[src/rtl/div_arb_pkg.sv]
// Shared types and constants for the two-port divider arbiter.
package div_arb_pkg;

    localparam int DATA_W = 32;
    localparam int TAG_W  = 4;

    localparam logic [DATA_W-1:0] DBZ_QUOTIENT = 32'hFFFF_FFFF;
    localparam logic [DATA_W-1:0] INT_MIN      = 32'h8000_0000;

    typedef enum logic [2:0] {
        IDLE,
        START,
        WAIT_BUSY,
        WAIT_DONE,
        RESPOND
    } state_t;

    // INT_MIN / -1 cannot be represented; the arbiter answers it directly.
    function automatic logic is_signed_overflow(input logic              sgn,
                                                input logic [DATA_W-1:0] a,
                                                input logic [DATA_W-1:0] b);
        logic signed [DATA_W-1:0] sb;
        sb = $signed(b);
        return sgn && (a == INT_MIN) && (sb == -1);
    endfunction

endpackage

[src/rtl/rr_arbiter_2.sv]
// Two-requester round-robin grant: a lone requester wins, a tie goes to the
// port that was not served last.
module rr_arbiter_2 (
    input  logic [1:0] valid,
    input  logic       last,
    output logic [1:0] grant
);

    always_comb begin
        grant = valid;
        if (valid == 2'b11) begin
            grant = last ? 2'b01 : 2'b10;
        end
    end

endmodule

[src/rtl/div_arbiter.sv]
// Shares one external iterative divider between two request ports, answering
// divide-by-zero and signed overflow locally and timing out a silent divider.
module div_arbiter
    import div_arb_pkg::*;
#(
    parameter int WAIT_LIMIT = 4
) (
    input  logic                clk,
    input  logic                reset,
    input  logic [1:0]          req_valid,
    output logic [1:0]          req_ready,
    input  logic [1:0]          req_signed,
    input  logic [2*DATA_W-1:0] req_a,
    input  logic [2*DATA_W-1:0] req_b,
    input  logic [2*TAG_W-1:0]  req_tag,
    output logic [1:0]          rsp_valid,
    input  logic [1:0]          rsp_ready,
    output logic [DATA_W-1:0]   rsp_q,
    output logic [DATA_W-1:0]   rsp_r,
    output logic [TAG_W-1:0]    rsp_tag,
    output logic                rsp_dbz,
    output logic                rsp_err,
    output logic                div_start,
    output logic                div_signed,
    output logic [DATA_W-1:0]   div_a,
    output logic [DATA_W-1:0]   div_b,
    input  logic                div_busy,
    input  logic [DATA_W-1:0]   div_q,
    input  logic [DATA_W-1:0]   div_r
);

    localparam int CNT_W = $clog2(WAIT_LIMIT + 1);

    state_t state, state_nx;

    logic [1:0]        grant;
    logic              last;
    logic              accept;
    logic              sel_port;
    logic              sel_signed;
    logic [DATA_W-1:0] sel_a, sel_b;
    logic [TAG_W-1:0]  sel_tag;

    logic              op_port, op_signed;
    logic [DATA_W-1:0] op_a, op_b;
    logic [TAG_W-1:0]  op_tag;
    logic [CNT_W-1:0]  wait_cnt;

    logic              res_load;
    logic [DATA_W-1:0] res_q, res_r, res_q_nx, res_r_nx;
    logic              res_dbz, res_err, res_dbz_nx, res_err_nx;

    rr_arbiter_2 u_rr (
        .valid (req_valid),
        .last  (last),
        .grant (grant)
    );

    assign sel_port   = grant[1];
    assign sel_signed = sel_port ? req_signed[1] : req_signed[0];
    assign sel_a      = sel_port ? req_a[2*DATA_W-1:DATA_W] : req_a[DATA_W-1:0];
    assign sel_b      = sel_port ? req_b[2*DATA_W-1:DATA_W] : req_b[DATA_W-1:0];
    assign sel_tag    = sel_port ? req_tag[2*TAG_W-1:TAG_W] : req_tag[TAG_W-1:0];
    assign accept     = (state == IDLE) && (grant != 2'b00);

    // State is already IDLE under reset; gating keeps req_ready low meanwhile.
    assign req_ready  = (state == IDLE && !reset) ? grant : 2'b00;
    assign rsp_valid  = (state == RESPOND) ? (op_port ? 2'b10 : 2'b01) : 2'b00;
    assign div_start  = (state == START);
    assign div_a      = op_a;
    assign div_b      = op_b;
    assign div_signed = op_signed;
    assign rsp_q      = res_q;
    assign rsp_r      = res_r;
    assign rsp_tag    = op_tag;
    assign rsp_dbz    = res_dbz;
    assign rsp_err    = res_err;

    always_comb begin
        state_nx   = state;
        res_load   = 1'b0;
        res_q_nx   = '0;
        res_r_nx   = '0;
        res_dbz_nx = 1'b0;
        res_err_nx = 1'b0;
        case (state)
            IDLE: begin
                if (accept) begin
                    res_load = 1'b1;
                    if (sel_b == '0) begin
                        state_nx   = RESPOND;
                        res_q_nx   = DBZ_QUOTIENT;
                        res_r_nx   = sel_a;
                        res_dbz_nx = 1'b1;
                    end else if (is_signed_overflow(sel_signed, sel_a, sel_b)) begin
                        state_nx = RESPOND;
                        res_q_nx = INT_MIN;
                    end else begin
                        state_nx = START;
                    end
                end
            end
            START: state_nx = WAIT_BUSY;
            WAIT_BUSY: begin
                if (div_busy) begin
                    state_nx = WAIT_DONE;
                end else if (wait_cnt == CNT_W'(WAIT_LIMIT - 1)) begin
                    state_nx   = RESPOND;
                    res_load   = 1'b1;
                    res_err_nx = 1'b1;
                end
            end
            WAIT_DONE: begin
                if (!div_busy) begin
                    state_nx = RESPOND;
                    res_load = 1'b1;
                    res_q_nx = div_q;
                    res_r_nx = div_r;
                end
            end
            RESPOND: begin
                if (rsp_ready[op_port]) begin
                    state_nx = IDLE;
                end
            end
            default: state_nx = IDLE;
        endcase
    end

    always_ff @(posedge clk or posedge reset) begin
        if (reset) begin
            state     <= IDLE;
            last      <= 1'b1;
            op_port   <= 1'b0;
            op_signed <= 1'b0;
            op_a      <= '0;
            op_b      <= '0;
            op_tag    <= '0;
            wait_cnt  <= '0;
            res_q     <= '0;
            res_r     <= '0;
            res_dbz   <= 1'b0;
            res_err   <= 1'b0;
        end else begin
            state <= state_nx;
            if (accept) begin
                op_port   <= sel_port;
                op_signed <= sel_signed;
                op_a      <= sel_a;
                op_b      <= sel_b;
                op_tag    <= sel_tag;
            end
            if (res_load) begin
                res_q   <= res_q_nx;
                res_r   <= res_r_nx;
                res_dbz <= res_dbz_nx;
                res_err <= res_err_nx;
            end
            if (state == START) begin
                wait_cnt <= '0;
            end else if (state == WAIT_BUSY) begin
                wait_cnt <= wait_cnt + 1'b1;
            end
            if (state == RESPOND && rsp_ready[op_port]) begin
                last <= op_port;
            end
        end
    end

endmodule

[config.mk]
export PLATFORM = sky130hd
export DESIGN_NAME = div_arbiter
export DESIGN_NICKNAME = d
export VERILOG_FILES = /design/src/rtl/div_arb_pkg.sv /design/src/rtl/rr_arbiter_2.sv /design/src/rtl/div_arbiter.sv
export SDC_FILE = /design/constraint.sdc
export NUM_CORES = 1
export LEC_CHECK = 0
export BUFFER_PORTS_ARGS = -buffer_cell sky130_fd_sc_hd__buf_2
export CAP_MARGIN = 20
export CORE_MARGIN = 5
export CORE_UTILIZATION = 41
export DETAILED_ROUTE_END_ITERATION = 7
export GPL_ROUTABILITY_DRIVEN = 0
export PLACE_DENSITY = 0.72
export SLEW_MARGIN = 30
export SYNTH_ARGS = -nofsm -noshare
export SYNTH_HDL_FRONTEND = slang
export SYNTH_SLANG_ARGS = --single-unit
[constraint.sdc]
create_clock -name clk -period 9.47 [get_ports clk]
set_clock_uncertainty 0.15 [all_clocks]
set_input_delay 0 -clock clk [delete_from_list [all_inputs] [get_ports clk]]
set_output_delay 0 -clock clk [all_outputs]
set_load 0.05 [all_outputs]
==> metrics.yaml, run 1 <==
synthesis:
  synth_top_area_share_pct: 53.5
  ys.flop_type: "dfrtp_1"
  syn-instance-count: 619
  yosys_warnings: 0
  syn_avg_cell_area_um2: 10.7
  ys_async_sr_fraction_pct: 100
  yosys-top-cells-area: "dfrtp_1, mux2i_1, o21ai_0"
  yosysTopAreaCell: "dfrtp_1"
  yosysSeqAreaShare_pct: 53.8
  ys_seq_elements: 143
  syn_nets: 830
  synth_area_um2: 6650
  synth_most_common_cell: "dfrtp_1"
  synth_edf_count: 0
  synth_commonest_cells: "dfrtp_1, o21ai_0, nand2_1"
  synth_cell_types: 48
outcome:
  failing_step: "4_1_cts"
  outcome: "stopped before the end"
  tool.error: "[ERROR RSZ-0060] Max buffer count reached."
clock_network:
  cts.hold.buffers_added: 237
  cts_buffer_depth: 2
  cts_buffers: 17
  ctsHtreeMaxLevel: 4
  numClockSinks: 143
  cts_root_buf: "clkbuf_16"
  cts_resized: 0
  postCtsSetupRepairBufs: 0
die:
  initial_core_util_pct: 41.8
  row_count: 46
  die_w_um: 137
  ios: 349
  die_h_um: 137
placed_design:
  port_buffers: 348
  dpl-instance-area_um2: 8560
  dp_slack_ns: 6.67
  hpwlAfterDp_um: 19400
==> through the flow <==
step | std cells | util, % | hold slack [ns]
after global placement | 1145 | 53.7 | 0.0131
after detailed placement | 1146 | 53.9 | 0.0142
after floorplan | 619 | - | -0.0169
==> cell families after synthesis <==
logic type,count (synthesis),share of synthesized area [%]
simple gates,164,12.7
buf+inv,48,3.58
mux,71,10.7
flops,143,53.8
compound gates,191,18.8
fa+ha+maj,2,0.376
==> run 2: changes to the inputs <==
CORE_UTILIZATION = 26   (was 41)
PLACE_DENSITY = unset   (was 0.72)
PLACE_DENSITY_LB_ADDON = 0.15   (was unset)
==> metrics.yaml, run 2 <==
synthesis:
  synth_top_family_by_area: "compound AO/OA/AOI/OAI gates"
  yosys-top-cells-area: "dfrtp_1, mux2i_1, o21ai_0"
  ys_async_sr_fraction_pct: 100  # unchanged
  yosys_warnings: 0  # unchanged
  synth_cell_types: 48  # unchanged
  synth-adder-area-share_pct: 0.376  # unchanged
  synth_commonest_cells: "dfrtp_1, o21ai_0, nand2_1"
  synth_xor_area_share_pct: 0  # unchanged
  synth_most_common_cell: "dfrtp_1"
  yosysSeqAreaShare_pct: 53.8  # unchanged
  ys_seq_elements: 143  # unchanged
  synth_top_area_share_pct: 53.5  # unchanged
  synth_area_um2: 6650  # unchanged
  ys.flop_type: "dfrtp_1"
  syn-instance-count: 619  # unchanged
  syn_avg_cell_area_um2: 10.7  # unchanged
  yosys.area_share.simple_pct: 12.7  # unchanged
  syn_nets: 830  # unchanged
  synthMuxAreaShare_pct: 10.7  # unchanged
  synth-compound-area-share_pct: 18.8  # unchanged
  synth_edf_count: 0  # unchanged
  yosysTopAreaCell: "dfrtp_1"
pwr:
  p_leak_uw: 0.00590
  p_sw_share_pct: 48.1
  pwr-share-seq_pct: 27.9
  irDropWorstVdd_mv: 0.170
  p_int_uw: 1780
  p_comb_share_pct: 52.1
  p_clk_share_pct: 20.0
  power.density_nw_per_um2: 290
  netSwitchingPower_uw: 1650
  power.total_uw: 3420
sta:
  max_slew_margin_pct: 42.3
  hold_viol_final: 0
  period_share_pct: 34.0
  setup_viol: 0
  holdWs_ns: 0.0364
  worstMarginPinSlew_ns: 0.866
  fin_tns_setup_ns: 0
  period_minus_slack_ns: 3.22
  rsz0062_at_grt: "no"
  maxSlewViolCount: 0
  max_freq_ghz: 0.311
clock_network:
  insertion_delay_ns: 0.41
  cts_buffer_depth: 2  # unchanged
  cts_tree: "built"
  cts_buffers: 17  # unchanged
  postCtsSetupRepairBufs: 0  # unchanged
  ctsHtreeMaxLevel: 4  # unchanged
  numClockSinks: 143  # unchanged
  clkTransAtPathRegs_ns: 0.06
  cts_root_buf: "clkbuf_16"
  cts_resized: 0  # unchanged
layout:
  fill_cells: 2392
  drive_gt1_share_pct: 32.8
  syn_to_final_growth_pct: 77.3
  final_cell_mix: "buf_2, dlygate4sd3_1, dfrtp_1"
  layout_commonest_cell: "buf_2"
  finish.utilization_pct: 46.8
  nets: 1409
  fin_area_um2: 11800
placed_design:
  port_buffers: 348  # unchanged
  dpl-instance-area_um2: 8700  # +1.7%
  hpwlAfterDp_um: 21300  # +10%
die:
  die_h_um: 170  # +24%
  core_um2: 25200
  die-area_um2: 28900
  initial_core_util_pct: 26.4  # -15 points
  ios: 349  # unchanged
  die_w_um: 170  # +24%
  row_count: 58  # +26%
detailed_routing:
  drt_iter0_markers: 360
  dr.pass1.iters: 5
  viasPerCell: 4.80
  num_vias: 7386
  drc: 0
  routed_wl_um: 29700
  postRouteAntennaNets: 0
  wire_per_inst_um: 19.3
worst_setup_path:
  critPathRequiredTime_ns: 9.67
  critPathKind: "flop to flop"
  crit_chain: "a21boi_4 > buf_4 > nor3_1 > nand4_1 > a211o_2 > o21ai_1 > dlygate4sd3_1"
  endpoint_kind: "flop"
  crit_path_max_incr_delay_ns: 0.67
  crit_start: "last"
  slowest_stage: "a211o_2"
  cp.arrival_ns: 3.42
  timing.rr.start: "last"
  critPathLaunchType: "flop"
  worst-path-max-fanout: 39
global_route:
  grt_max_degree: 94
  grt_pass1_wl_um: 45000
  grt_overflow: 0
  grt_use_total_pct: 20.0
  antenna_found_initial: 6
  grt_pass1_vias: 7858
min_path:
  hp-start: "req_valid[1]"
  hold_path_class: "input pin to flop"
job:
  drv_cap: 0
outcome:
  outcome: "finished, final reports clean"
run 2: cell counts after synthesis:
No cell type changed its count.
run 2: repair_timing:
item                                    4_1_cts  5_1_grt
hold buffers                                249        0
endpoints found under the setup margin        0        0
hold endpoints to repair                    215        0
run 2: power by group through the flow:
stage | Combinational [µW] | Clock [µW] | Sequential [µW]
finish | 1780 | 686 | 954
global route | 1900 | 731 | 984
global placement | 1590 | 0 | 959
CTS | 1790 | 706 | 954
floorplan | 461 | 0 | 1650
detailed placement | 1610 | 0 | 961
run 2: worst paths after layout:
path	endpoint	slack (ns)	depth (start not counted)
max	rsp_r[14]	6.25	7
min	state[0]	0.04	3
max reg2reg	rsp_r[14]	6.25	7
min reg2reg	div_a[5]	0.32	2
max in group asynchronous	div_b[8]	7.96	4
min in group asynchronous	rsp_q[26]	0.11	3
run 2: per-layer routing:
metal / track usage, % / up-vias / wire length, µm
li1: - / 3513 / -
met1: 25.7 / 3504 / 12600
met2: 33.0 / 317 / 14100
met3: 5.64 / 44 / 2370
met4: 5.59 / 8 / 567
met5: 0 / - / 53
run 2: worst max-delay path, delay by kind of cell, from the launching register on:
kind | cells | cell delay [ns]
compound gates | 3 | 1.00
buf+inv | 2 | 0.89
flops | 1 | 0.58
simple gates | 2 | 0.51
run 2: kinds of logic (layout without fill, tap and decap cells):
family                     after synthesis  count (layout)
muxes                                   71              71
other                                    0               1
DFF                                    143             143
AOI/OAI and AO/OA                      191             191
and+or+nand+nor                        164             164
adders and majority gates                2               2
buffers and inverters                   48             638
run 2: through the flow:
stage	worst slack, ns	instances
after global routing	6.06	1540
after floorplan	5.45	619
after global placement	6.88	1259
final	6.25	1540
after CTS	6.27	1539
after detailed placement	6.80	1260
run 2: cell type report:
class | count | area, µm² | share of cell area, %
multi-input cells | 428 | 2870 | 24.3
well taps | 330 | 413 | 3.50
repair buffers | 605 | 4320 | 36.6
inverters | 3 | 16.3 | 0.138
flip-flops and latches | 143 | 3580 | 30.4
clock inverters | 13 | 164 | 1.39
diodes | 1 | 2.50 | 0.0212
clock buffers | 17 | 425 | 3.61
(Power assumes the default switching activity.)
==> run 3: changes to the inputs <==
ABC_AREA = 1   (was unset)
clock period = 2.75 ns   (was 9.47 ns; I/O delays follow)
==> metrics.yaml, run 3 <==
worst_setup_path:
  cp.arrival_ns: 2.80  # -0.62 ns
  path_common_cell: "dlygate4sd3_1"
  timing.rr.start: "last"
  r2r-end: "div_b[4]"
  critPathRequiredTime_ns: 2.90  # -6.77 ns
  crit_chain: "nand2_2 > nand2_4 > buf_12 > nand2_1 > o21ai_1 > dlygate4sd3_1 > o21ai_0 > dlygate4sd3_1"
  worst-path-max-fanout: 27  # -31%
  reg2reg_depth: 8  # +1
  critPathKind: "flop to flop"
  path_delay_family: "buffers and inverters"
  crit_path_max_incr_delay_ns: 0.59  # -0.08 ns
  rrSetupSlack_ns: 0.1  # -6.16 ns
  critPathBufInv: 3  # +1
  endpoint_kind: "flop"
  critPathLaunchType: "flop"
  slowest_stage: "dlygate4sd3_1"
min_path:
  hp-start: "req_a[51]"
  worstHoldEndpoint: "rsp_r[19]"
  hold_path_class: "input pin to flop"
  worstHoldPathCells: 4  # +1
die:
  initial_core_util_pct: 26.5  # +0.086 points
  ios: 349  # unchanged
  die_h_um: 179  # +5.2%
  die-area_um2: 31900  # +11%
  die_w_um: 179  # +5.2%
  row_count: 61  # +5.2%
  core_um2: 27900  # +11%
clock_network:
  clkTransAtPathRegs_ns: 0.07  # about the same
  numClockSinks: 143  # unchanged
  cts_buffer_depth: 2  # unchanged
  cts_root_buf: "clkbuf_16"
  cts_tree: "built"
  cts_buffers: 17  # unchanged
  insertion_delay_ns: 0.41  # about the same
  ctsHtreeMaxLevel: 4  # unchanged
global_route:
  grt_pass1_vias: 8895  # +13%
  grt_overflow: 0  # unchanged
  grt_pass1_wl_um: 49900  # +11%
  grt_use_total_pct: 20.1  # +0.11 points
  grt_max_degree: 143  # +52%
  antenna_found_initial: 1  # -5
job:
  drv_cap: 0  # unchanged
sta:
  period_minus_slack_ns: 2.65  # -0.563 ns
  max_slew_margin_pct: 42.4  # +0.079 points
  hold_viol_final: 0  # unchanged
  holdWs_ns: 0.0141  # -0.0223 ns
  maxSlewViolCount: 0  # unchanged
  max_freq_ghz: 0.377  # +21%
  period_share_pct: 96.5  # +63 points
  rsz0062_at_grt: "yes"
  layout_setup_ws_ns: 0.0966  # -6.16 ns
  worstMarginPinSlew_ns: 0.865  # -0.00119 ns
  setup_viol: 0  # unchanged
synthesis:
  synthMuxAreaShare_pct: 0.135  # -11 points
  yosysSeqAreaShare_pct: 48.4  # -5.5 points
  syn_nets: 1166  # +40%
  synth_top_area_share_pct: 48.0  # -5.4 points
  ys_seq_elements: 143  # unchanged
  yosys-top-cells-area: "dfrtp_1, nand2_1, nand4_1"
  yosys_warnings: 0  # unchanged
  synth_cell_types: 28  # -42%
  synth_xor_area_share_pct: 0  # unchanged
  ys_async_sr_fraction_pct: 100  # unchanged
  synth-compound-area-share_pct: 11.0  # -7.8 points
  syn_avg_cell_area_um2: 7.75  # -28%
  synth-adder-area-share_pct: 0.338  # -0.038 points
  yosysTopAreaCell: "dfrtp_1"
  synth_area_um2: 7400  # +11%
  yosys.area_share.simple_pct: 32.3  # +20 points
  syn-instance-count: 955  # +54%
  synth_top_family_by_area: "simple AND/OR/NAND/NOR gates"
  ys.flop_type: "dfrtp_1"
  synth_most_common_cell: "nand2_1"
  synth_commonest_cells: "nand2_1, dfrtp_1, o21ai_0"
  synth_edf_count: 0  # unchanged
pwr:
  power.total_uw: 13200  # +290%
  p_leak_uw: 0.00656  # +11%
  power.density_nw_per_um2: 1090  # +270%
  irDropWorstVdd_mv: 0.558  # +230%
detailed_routing:
  drt_iter0_markers: 559  # +55%
  routed_wl_um: 32800  # +11%
  top_layer: "met5"
  postRouteAntennaNets: 0  # unchanged
  dr.pass1.iters: 5  # unchanged
  viasPerCell: 4.60  # -4.2%
  drc: 0  # unchanged
  num_vias: 8554  # +16%
  met3_length_um: 2220  # -6.5%
  wl_met1_um: 14300  # +13%
  dr_wl_met2_um: 15700  # +12%
  wire_per_inst_um: 17.6  # -8.5%
placed_design:
  port_buffers: 348  # unchanged
  hpwlAfterDp_um: 22400  # +5.0%
  dp_slack_ns: 0.217  # -6.58 ns
  post-place-cells: 1636  # +30%
outcome:
  outcome: "finished, final reports clean"
layout:
  drive_gt1_share_pct: 29.7  # -3.1 points
  n_antenna_cell: 0  # -1
  finish.utilization_pct: 43.5  # -3.3 points
  final_cell_mix: "buf_2, nand2_1, dlygate4sd3_1"
  fill_cells: 2879  # +20%
  nets: 1681  # +19%
  syn_to_final_growth_pct: 64.1
  stdcell_count: 1861  # +21%
  layout_commonest_cell: "buf_2"
==> run 3: cell count changes after synthesis, sizes merged, moves of 11 or more <==
cell,previous run,this run
nor2,11,52
inv,3,71
a22oi,34,2
clkbuf,28,47
o21ai,106,85
nand3b,0,11
o211ai,1,29
nand2,76,346
a221o,31,0
nand4,17,65
nor4,22,0
nand3,5,71
mux2i,70,1
==> run 3: report_power, final <==
group          internal [µW]  total, µW  switching, µW
sequential              3000       3500            509
clock                   1370       2420           1050
combinational           1940       7280           5340
==> run 3: final cells by class <==
type                       instances  area [µm²]  area share [%]
clock inverter                    15         178            1.46
multi-input combinational        674        3280            27.0
inverter                          71         273            2.25
timing repair buffer             563        3940            32.4
tap                              378         473            3.89
sequential                       143        3580            29.5
clock buffer                      17         425            3.50
==> run 3: cells by family after synthesis <==
kind of cell,count (synthesis)
AO/OA/AOI/OAI,119
flip-flops,143
AND/OR/NAND/NOR,552
multiplexers,1
adder cells (fa/ha/maj),2
buffers and inverters,138
==> run 3: worst max-delay path by stage <==
stage | start | endpoint | slack, ns | depth (start not counted)
finish | last | div_b[4] | 0.1 | 8
global route | last | div_b[1] | -0.04 | 8
CTS | last | div_b[4] | 0.03 | 8
detailed placement | last | rsp_r[30] | 0.22 | 12
global placement | last | state[2] | 0.26 | 14
floorplan | reset | req_ready[0] | -0.03 | 3
==> run 3: metal layers <==
| layer | GRT usage (%) | vias up |
|---|---|---|
| met1 | 25.9 | 4024 |
| met5 | 0 | - |
| met3 | 4.13 | 31 |
| met2 | 34.5 | 322 |
| met4 | 4.96 | 2 |
| li1 | - | 4175 |
==> run 3: through the flow <==
step	area, µm²	TNS (ns)
final	12100	0
after global routing	12100	-0.0822
after CTS	12100	0
after detailed placement	9590	0
after global placement	9590	0
after floorplan	7400	-0.0299
==> run 3: timing repair <==
action,CTS,global route
setup endpoints to repair,0,24
resized for setup,0,5
hold buffers,194,0
buffers inserted,0,0
hold endpoints to repair,271,0
==> run 3: worst reg2reg max path, cell delays in order (launching register included) <==
cell	delay [ns]
dfstp_2	0.55
nand2_2	0.08
nand2_4	0.13
buf_12	0.18
nand2_1	0.07
o21ai_1	0.13
dlygate4sd3_1	0.58
o21ai_0	0.08
dlygate4sd3_1	0.59
